`src/rtl/ysyx_arbiter.sv`:
```
// ysyx_arbiter: IFU/LSU to single memory port arbiter.
// One outstanding transaction, IDLE -> REQ -> WAIT -> DONE.
//
// Parameters
//   WIDTH    address/data width; byte mask is WIDTH/8 bits
//   TIMEOUT  WAIT cycles before an error response (1..65535)
//
// Ports
//   clk, rst           clock, synchronous active-high reset
//   ifu_req_*          IFU fetch request (valid/ready, addr)
//   ifu_resp_*         IFU one-cycle response (valid, rdata, err)
//   lsu_req_*          LSU request (valid/ready, addr, wen,
//                      wdata, wmask)
//   lsu_resp_*         LSU one-cycle response (valid, rdata, err)
//   mem_req_*          request to slave (valid/ready + fields)
//   mem_resp_*         slave response (valid, rdata, err)
//
// Build option
//   ARB_LSU_PRIORITY_EN  LSU wins every tie; otherwise
//                        round-robin between the masters.

module ysyx_arbiter #(
    parameter int WIDTH   = 32,
    parameter int TIMEOUT = 1023
) (
    input  logic               clk,
    input  logic               rst,

    input  logic               ifu_req_valid,
    output logic               ifu_req_ready,
    input  logic [WIDTH-1:0]   ifu_addr,
    output logic               ifu_resp_valid,
    output logic [WIDTH-1:0]   ifu_rdata,
    output logic               ifu_err,

    input  logic               lsu_req_valid,
    output logic               lsu_req_ready,
    input  logic [WIDTH-1:0]   lsu_addr,
    input  logic               lsu_wen,
    input  logic [WIDTH-1:0]   lsu_wdata,
    input  logic [WIDTH/8-1:0] lsu_wmask,
    output logic               lsu_resp_valid,
    output logic [WIDTH-1:0]   lsu_rdata,
    output logic               lsu_err,

    output logic               mem_req_valid,
    input  logic               mem_req_ready,
    output logic [WIDTH-1:0]   mem_addr,
    output logic               mem_wen,
    output logic [WIDTH-1:0]   mem_wdata,
    output logic [WIDTH/8-1:0] mem_wmask,
    input  logic               mem_resp_valid,
    input  logic [WIDTH-1:0]   mem_rdata,
    input  logic               mem_err
);

    localparam int MW = WIDTH / 8;

    // Last WAIT cycle index before a forced error response.
    localparam logic [15:0] TMO_LAST = 16'(TIMEOUT - 1);

    typedef enum logic [1:0] {
        S_IDLE,
        S_REQ,
        S_WAIT,
        S_DONE
    } state_t;

    typedef struct packed {
        logic [WIDTH-1:0] addr;
        logic             wen;
        logic [WIDTH-1:0] wdata;
        logic [MW-1:0]    wmask;
    } req_t;

    state_t           state_q, state_d;
    req_t             req_q, req_d;
    logic             owner_q, owner_d;
    logic [15:0]      cnt_q, cnt_d;
    logic [WIDTH-1:0] rdata_q, rdata_d;
    logic             err_q, err_d;

    logic gnt_ifu;
    logic gnt_lsu;
    logic tie_lsu;
    logic live;

    // owner_q: 1 = LSU owns the transaction, 0 = IFU.

`ifdef ARB_LSU_PRIORITY_EN
    assign tie_lsu = 1'b1;
`else
    logic last_lsu_q;

    // Updated as the transaction retires so the
    // other master wins the next tie.
    always_ff @(posedge clk) begin
        if (rst) begin
            last_lsu_q <= 1'b1;
        end else if (state_q == S_DONE) begin
            last_lsu_q <= owner_q;
        end
    end

    assign tie_lsu = ~last_lsu_q;
`endif

    always_comb begin
        gnt_ifu = 1'b0;
        gnt_lsu = 1'b0;
        unique case (1'b1)
            (ifu_req_valid && lsu_req_valid): begin
                gnt_lsu = tie_lsu;
                gnt_ifu = ~tie_lsu;
            end
            (ifu_req_valid && !lsu_req_valid): begin
                gnt_ifu = 1'b1;
            end
            (!ifu_req_valid && lsu_req_valid): begin
                gnt_lsu = 1'b1;
            end
            default: begin
            end
        endcase
    end

    always_comb begin
        state_d = state_q;
        req_d   = req_q;
        owner_d = owner_q;
        cnt_d   = cnt_q;
        rdata_d = rdata_q;
        err_d   = err_q;
        unique case (state_q)
            S_IDLE: begin
                if (gnt_lsu) begin
                    req_d = '{
                        addr:  lsu_addr,
                        wen:   lsu_wen,
                        wdata: lsu_wdata,
                        wmask: lsu_wmask
                    };
                    owner_d = 1'b1;
                    state_d = S_REQ;
                end else if (gnt_ifu) begin
                    req_d = '{
                        addr:  ifu_addr,
                        wen:   1'b0,
                        wdata: '0,
                        wmask: '0
                    };
                    owner_d = 1'b0;
                    state_d = S_REQ;
                end
            end
            S_REQ: begin
                if (mem_req_ready) begin
                    cnt_d   = '0;
                    state_d = S_WAIT;
                end
            end
            S_WAIT: begin
                if (mem_resp_valid) begin
                    // Stores never return read data.
                    if (owner_q && req_q.wen) begin
                        rdata_d = '0;
                    end else begin
                        rdata_d = mem_rdata;
                    end
                    err_d   = mem_err;
                    state_d = S_DONE;
                end else if (cnt_q == TMO_LAST) begin
                    rdata_d = '0;
                    err_d   = 1'b1;
                    state_d = S_DONE;
                end else begin
                    cnt_d = cnt_q + 16'd1;
                end
            end
            S_DONE: begin
                cnt_d   = '0;
                state_d = S_IDLE;
            end
            default: begin
                state_d = S_IDLE;
            end
        endcase
    end

    always_ff @(posedge clk) begin
        if (rst) begin
            state_q <= S_IDLE;
            req_q   <= '0;
            owner_q <= 1'b0;
            cnt_q   <= '0;
            rdata_q <= '0;
            err_q   <= 1'b0;
        end else begin
            state_q <= state_d;
            req_q   <= req_d;
            owner_q <= owner_d;
            cnt_q   <= cnt_d;
            rdata_q <= rdata_d;
            err_q   <= err_d;
        end
    end

    // Handshake and pulse outputs are masked while reset is
    // held so an abandoned transaction never answers.
    assign live = ~rst;

    assign ifu_req_ready =
        live && (state_q == S_IDLE) && gnt_ifu;
    assign lsu_req_ready =
        live && (state_q == S_IDLE) && gnt_lsu;

    assign mem_req_valid = live && (state_q == S_REQ);
    assign mem_addr      = req_q.addr;
    assign mem_wen       = req_q.wen;
    assign mem_wdata     = req_q.wdata;
    assign mem_wmask     = req_q.wmask;

    assign ifu_resp_valid =
        live && (state_q == S_DONE) && !owner_q;
    assign lsu_resp_valid =
        live && (state_q == S_DONE) && owner_q;

    assign ifu_rdata = ifu_resp_valid ? rdata_q : '0;
    assign ifu_err   = ifu_resp_valid && err_q;
    assign lsu_rdata = lsu_resp_valid ? rdata_q : '0;
    assign lsu_err   = lsu_resp_valid && err_q;

endmodule

```
`config.mk`:
```
export PLATFORM = sky130hd
export DESIGN_NAME = ysyx_arbiter
export DESIGN_NICKNAME = d
export VERILOG_FILES = /design/src/rtl/ysyx_arbiter.sv
export SDC_FILE = /design/constraint.sdc
export NUM_CORES = 1
export LEC_CHECK = 0
export ABC_AREA = 0
export BUFFER_PORTS_ARGS = -buffer_cell sky130_fd_sc_hd__buf_4
export CAP_MARGIN = 20
export CORE_AREA = 2 2 109 111
export CTS_BUF_LIST = sky130_fd_sc_hd__clkbuf_8
export CTS_CLUSTER_DIAMETER = 200
export DETAILED_ROUTE_END_ITERATION = 6
export DIE_AREA = 0 0 111 113
export PLACE_DENSITY = 0.78
export RECOVER_POWER = 50
export SETUP_SLACK_MARGIN = 0.2
export SYNTH_ARGS = -nofsm -noshare
export SYNTH_HDL_FRONTEND = slang
export SYNTH_SLANG_ARGS = --single-unit
export TNS_END_PERCENT = 100
```
`constraint.sdc`:
```
create_clock -name clk -period 2.3 [get_ports clk]
set_input_delay 0.23 -clock clk [delete_from_list [all_inputs] [get_ports clk]]
set_output_delay 0.23 -clock clk [all_outputs]
set_load 0.02 [all_outputs]
```
Word level (Yosys, flattened, before mapping):

Cells that the tools add are included.

* $add $sub $neg: 1
* multiply operators: 0
* divide/modulo/power cells: 0
* order comparisons: 0
* equal/unequal tests: 9
* shift operators: 0
* muxes and demuxes: 23
* bitwise logic cells: 2
* reduce and logical (&&, ||, !) cells: 24

Operators by type and width (count)
* 32-bit 2-to-1 mux: 5
* 69-bit 2-to-1 mux: 2
* 16-bit 2-to-1 mux: 3
* 16-bit case mux with 3 select lines: 1
* 16-bit by 1-bit adder with 16-bit output (second input constant): 1
* 16-bit by 10-bit == test with 1-bit output (second input constant): 1
* 1-bit logical AND: 13
* 2-bit 2-to-1 mux: 5
* 2-bit case mux with 4 select lines: 1
* 2-bit inequality test (second input constant): 3
* 3-bit inequality test (second input constant): 2
* 2-bit == test (second input constant): 2
* 1-bit 2-to-1 mux: 4
* 1-bit case mux with 2 select lines: 2
* 2-bit AND reduction: 2
* 4-bit AND reduction: 1
* 2-bit nonzero test: 2
* 1-bit zero test: 3
* 3-bit AND reduction: 1
* 3-bit nonzero test: 1
* 2-bit by 1-bit == test with 1-bit output (second input constant): 1
* 2-bit zero test: 1
* 1-bit inverter: 2

* bits in registers: 122
* bits in latches: 0
* bits in writable memories: 0
* memory bits (read-only): 0
* memories: 0

Depth between registers and ports, before layout:

* word-level depth: 6
* gate-level depth with buffers: 9
* gate-level depth less buffers: 7

Least setup slack after synthesis:

Ideal clock, no wire load.

* kind: register -> register
* start: reg cnt_q[0]
* end: reg cnt_q[4]
* setup time: 0.140 ns
* data arrival time: 1.843 ns
* data required time: 2.160 ns
* slack: 0.317 ns
* cell stages (with the launch flop): 9
* buffers on the path: 1
* period minus slack after synthesis: 1.983 ns
* path through: dfxtp_1 > inv_1 > ha_1 > or4b_4 > or3_4 > o211ai_2 > buf_6 > xnor2_1 > nor2_2

* cells in the longest elaborated chain, start to end: 4

RTL lines
* start: declaration: RTL line 79 `logic [15:0] cnt_q, cnt_d;`
* start signal: assignment: RTL line 202 `cnt_q <= cnt_d;`
* 16-bit by 1-bit adder with 16-bit output: RTL line 177 `cnt_d = cnt_q + 16'd1;`
* 16-bit 2-to-1 mux: RTL line 172 `end else if (cnt_q == TMO_LAST) begin`
* 16-bit 2-to-1 mux: RTL line 163 `if (mem_resp_valid) begin`
* 16-bit case mux with 3 select lines: RTL line 134 `unique case (state_q)`

Parallel ways exist; a longest one is shown, timed or not. The select of a mux whose other input is x is not followed.
A chain may end at the register's enable or synchronous reset.

Final worst setup path:

* start: reg state_q[0]
* end: out ifu_rdata[18]

* cells in the longest elaborated chain, start to end: 4

RTL lines
* start: declaration: RTL line 76 `state_t state_q, state_d;`
* start signal: assignment: RTL line 199 `state_q <= state_d;`
* 2-bit == test: RTL line 224 `live && (state_q == S_DONE) && !owner_q;`
* 1-bit logical AND (2 in series): RTL line 224
* 32-bit 2-to-1 mux: RTL line 228 `assign ifu_rdata = ifu_resp_valid ? rdata_q : '0;`
* end: declaration: RTL line 33 `output logic [WIDTH-1:0] ifu_rdata,`

Every way passes these cells.

==> qor.csv <==
metric;value;unit
drv_slew;0;
peakVddDrop;0.5075;mV
finalSetupViolations;0;
grt_pass1_vias;5395;
synthArstFlopShare;0;%
synthCells;514;
dp_cells;912;
grt_use_met2;51.12;%
intPower;4572;µW
hpwl;12270;µm
layout-drive-gt1-share;34.14;%
fp.dieArea;12540;µm²
p_sw;2689;µW
tns;0;ns
wl;17870;µm
die_x;111;µm
vias;5357;
finalCritPeriodShare;91.89;%
min_path_type;in2reg;
met1_usage;30.48;%
wl_per_cell;17.73;µm
antenna_found_initial;1;
synth-seq-area-share;47.39;%
worstMarginPinSlew;0.7816;ns
row_count;39;
synth-seq-cells;122;
p_comb_share;34.7;%
firstDrtPassIters;5;
maxCapViolCount;0;
grt_usage;27.85;%
crit_fanout;17;
leakagePower;0.003710;µW
insertion_delay;0.44;ns
min_period;2.113;ns
seqPwrFrac;37.7;%
synth_area_leaders;dfxtp_1 (47%), a22o_1 (12%), and2_1 (8.3%);
start_util;45.72;%
io_pins;280;
multiInputGateArea;2624;µm²
slew-limit-headroom;47.89;%
clk_pin_slew;0.08;ns
ant_nets;0;
cp-end-kind;output port;
finalHoldViolCount;0;
vias_per_cell;5.314;
crit_type;reg2out;
synth.cell_area;5154;µm²
htreeDepth;4;
skew;0.01199;ns
gp_congestion;0.8702;
ys_warn_count;0;
seqCellArea;2451;µm²
ys_types;49;
layout_common_cells;buf_4 (223), dfxtp_1 (119), a22o_1 (69), clkbuf_1 (69), and2_1 (67);
busiest_layer;met2;
pwr-share-clk;27.7;%
drt_iter0_drc;271;
synth_top_area_cell;dfxtp_1;
grt_max_degree;65;
sw_frac_of_total;37.03;%
nFillCells;825;
root_buffer;clkbuf_8;
rsz0062_at_grt;yes;
nets;998;
synth_area_per_cell;10.03;µm²
numCtsBuffers;17;
clk_path_buf_depth;2;
grtUsageMet3;8.195;%
area.growth.synth_to_final;60.74;%
synth.net_count;661;
cts_tree;built;
cts_sinks;122;
cp_data_required_time;2.07;ns
fmax;473.2;MHz
start_kind;flip-flop;
drcViolationCount;0;
final_cells;1008;
fp.dieH;113;µm
core;11270;µm²
synth_top_area_share;47.39;%
overflow;0;
crit_arrival;1.88;ns
synth_enable_flop_cells;0;
status;finished, final reports clean;
powerDensity;876.5;nW/µm²
layout_commonest_cell;buf_4;
grt_pass1_wl;27810;µm
portBuffers;279;
synthFlopType;dfxtp_1;
-- final timing paths --
check                  endpoint  depth (start not counted)          start  slack (ns)
hold reg to reg   mem_wdata[27]                          1  mem_wdata[27]        0.48
hold / removal      rdata_q[16]                          2  mem_rdata[16]        0.02
setup / recovery  ifu_rdata[18]                          6     state_q[0]        0.19
setup reg to reg      cnt_q[10]                          8       cnt_q[0]        0.22
-- final cells by class --
type / instances / share of cell area, %
repair buffers: 356 / 31.19
well taps: 143 / 2.160
diodes: 1 / 0.03021
flip-flops and latches: 122 / 29.59
multi-input cells: 347 / 31.67
inverters: 7 / 0.3172
clock inverters: 14 / 2.054
clock buffers: 18 / 2.990
-- kinds of logic after synthesis --
group	after synthesis	synth area share, %
XOR/XNOR	3	0.5099
AO/OA/AOI/OAI	131	20.61
flip-flops	122	47.39
adder cells (fa/ha/maj)	7	1.699
AND/OR/NAND/NOR	167	18.45
buffers and inverters	45	3.763
multiplexers	39	7.575
-- synth_stat cells (3+ instances only) --
cell type / n
inv_1: 7
xnor2_1: 3
and3_1: 5
o21ai_1: 5
nand2_1: 13
or3_1: 6
a21oi_1: 7
nor2_1: 42
a22o_1: 69
and2_1: 68
nand4_1: 5
ha_1: 7
mux2i_1: 39
nand2b_1: 5
clkbuf_1: 22
buf_1: 6
dfxtp_1: 122
nand3_1: 6
a31oi_1: 3
a211oi_1: 33
buf_2: 8
-- metrics by stage --
stage	instance area, µm²	hold WS, ns	power (µW)	setup slack [ns]	utilization, %
6_report	8284	0.02058	7261	0.1866	73.49
5_1_grt	8284	0.006542	7635	0.09519	73.49
4_1_cts	8432	0.0002605	7467	0.1785	74.80
3_5_place_dp	7418	0.4493	5356	0.06728	65.81
3_3_place_gp	7418	0.4457	5250	0.1690	65.81
2_1_floorplan	5154	0.3627	4270	0.3169	-
-- metal layers --
metal,vias up,share of wire [%]
met3,43,7.7
met5,-,0
met2,268,52
li1,2545,-
met4,0,2.8
met1,2501,38
-- sequential cells by signal, summed over array words and instances, names as in the netlist --
register,flops
cnt_q,16
err_q,1
last_lsu_q,1
mem_addr,32
mem_wdata,32
mem_wen,1
mem_wmask,4
owner_q,1
rdata_q,32
state_q,2
-- power groups by stage --
| stage | clock network (µW) | logic (µW) | registers [µW] |
|---|---|---|---|
| 2_1_floorplan | 0 | 1220 | 3050 |
| 3_3_place_gp | 0 | 2510 | 2740 |
| 3_5_place_dp | 0 | 2600 | 2760 |
| 4_1_cts | 2020 | 2710 | 2730 |
| 5_1_grt | 2130 | 2720 | 2780 |
| 6_report | 2010 | 2520 | 2730 |
-- repair_timing --
action | in CTS | in global routing
cloned | 2 | 1
gates resized for setup | 21 | 9
hold buffers | 47 | 6
endpoints found under the hold margin | 47 | 6
pin swaps | 2 | 7
endpoints found under the setup margin | 73 | 66
setup buffers | 4 | 3
-- worst max-delay path, stage by stage, from the launching register on --
cell     delay (ns)
dfxtp_1        0.43
ha_4           0.20
nor3b_4        0.17
buf_4          0.17
buf_6          0.17
and2_1         0.16
buf_4          0.15
Note: power is estimated with default switching activity, not from simulation.
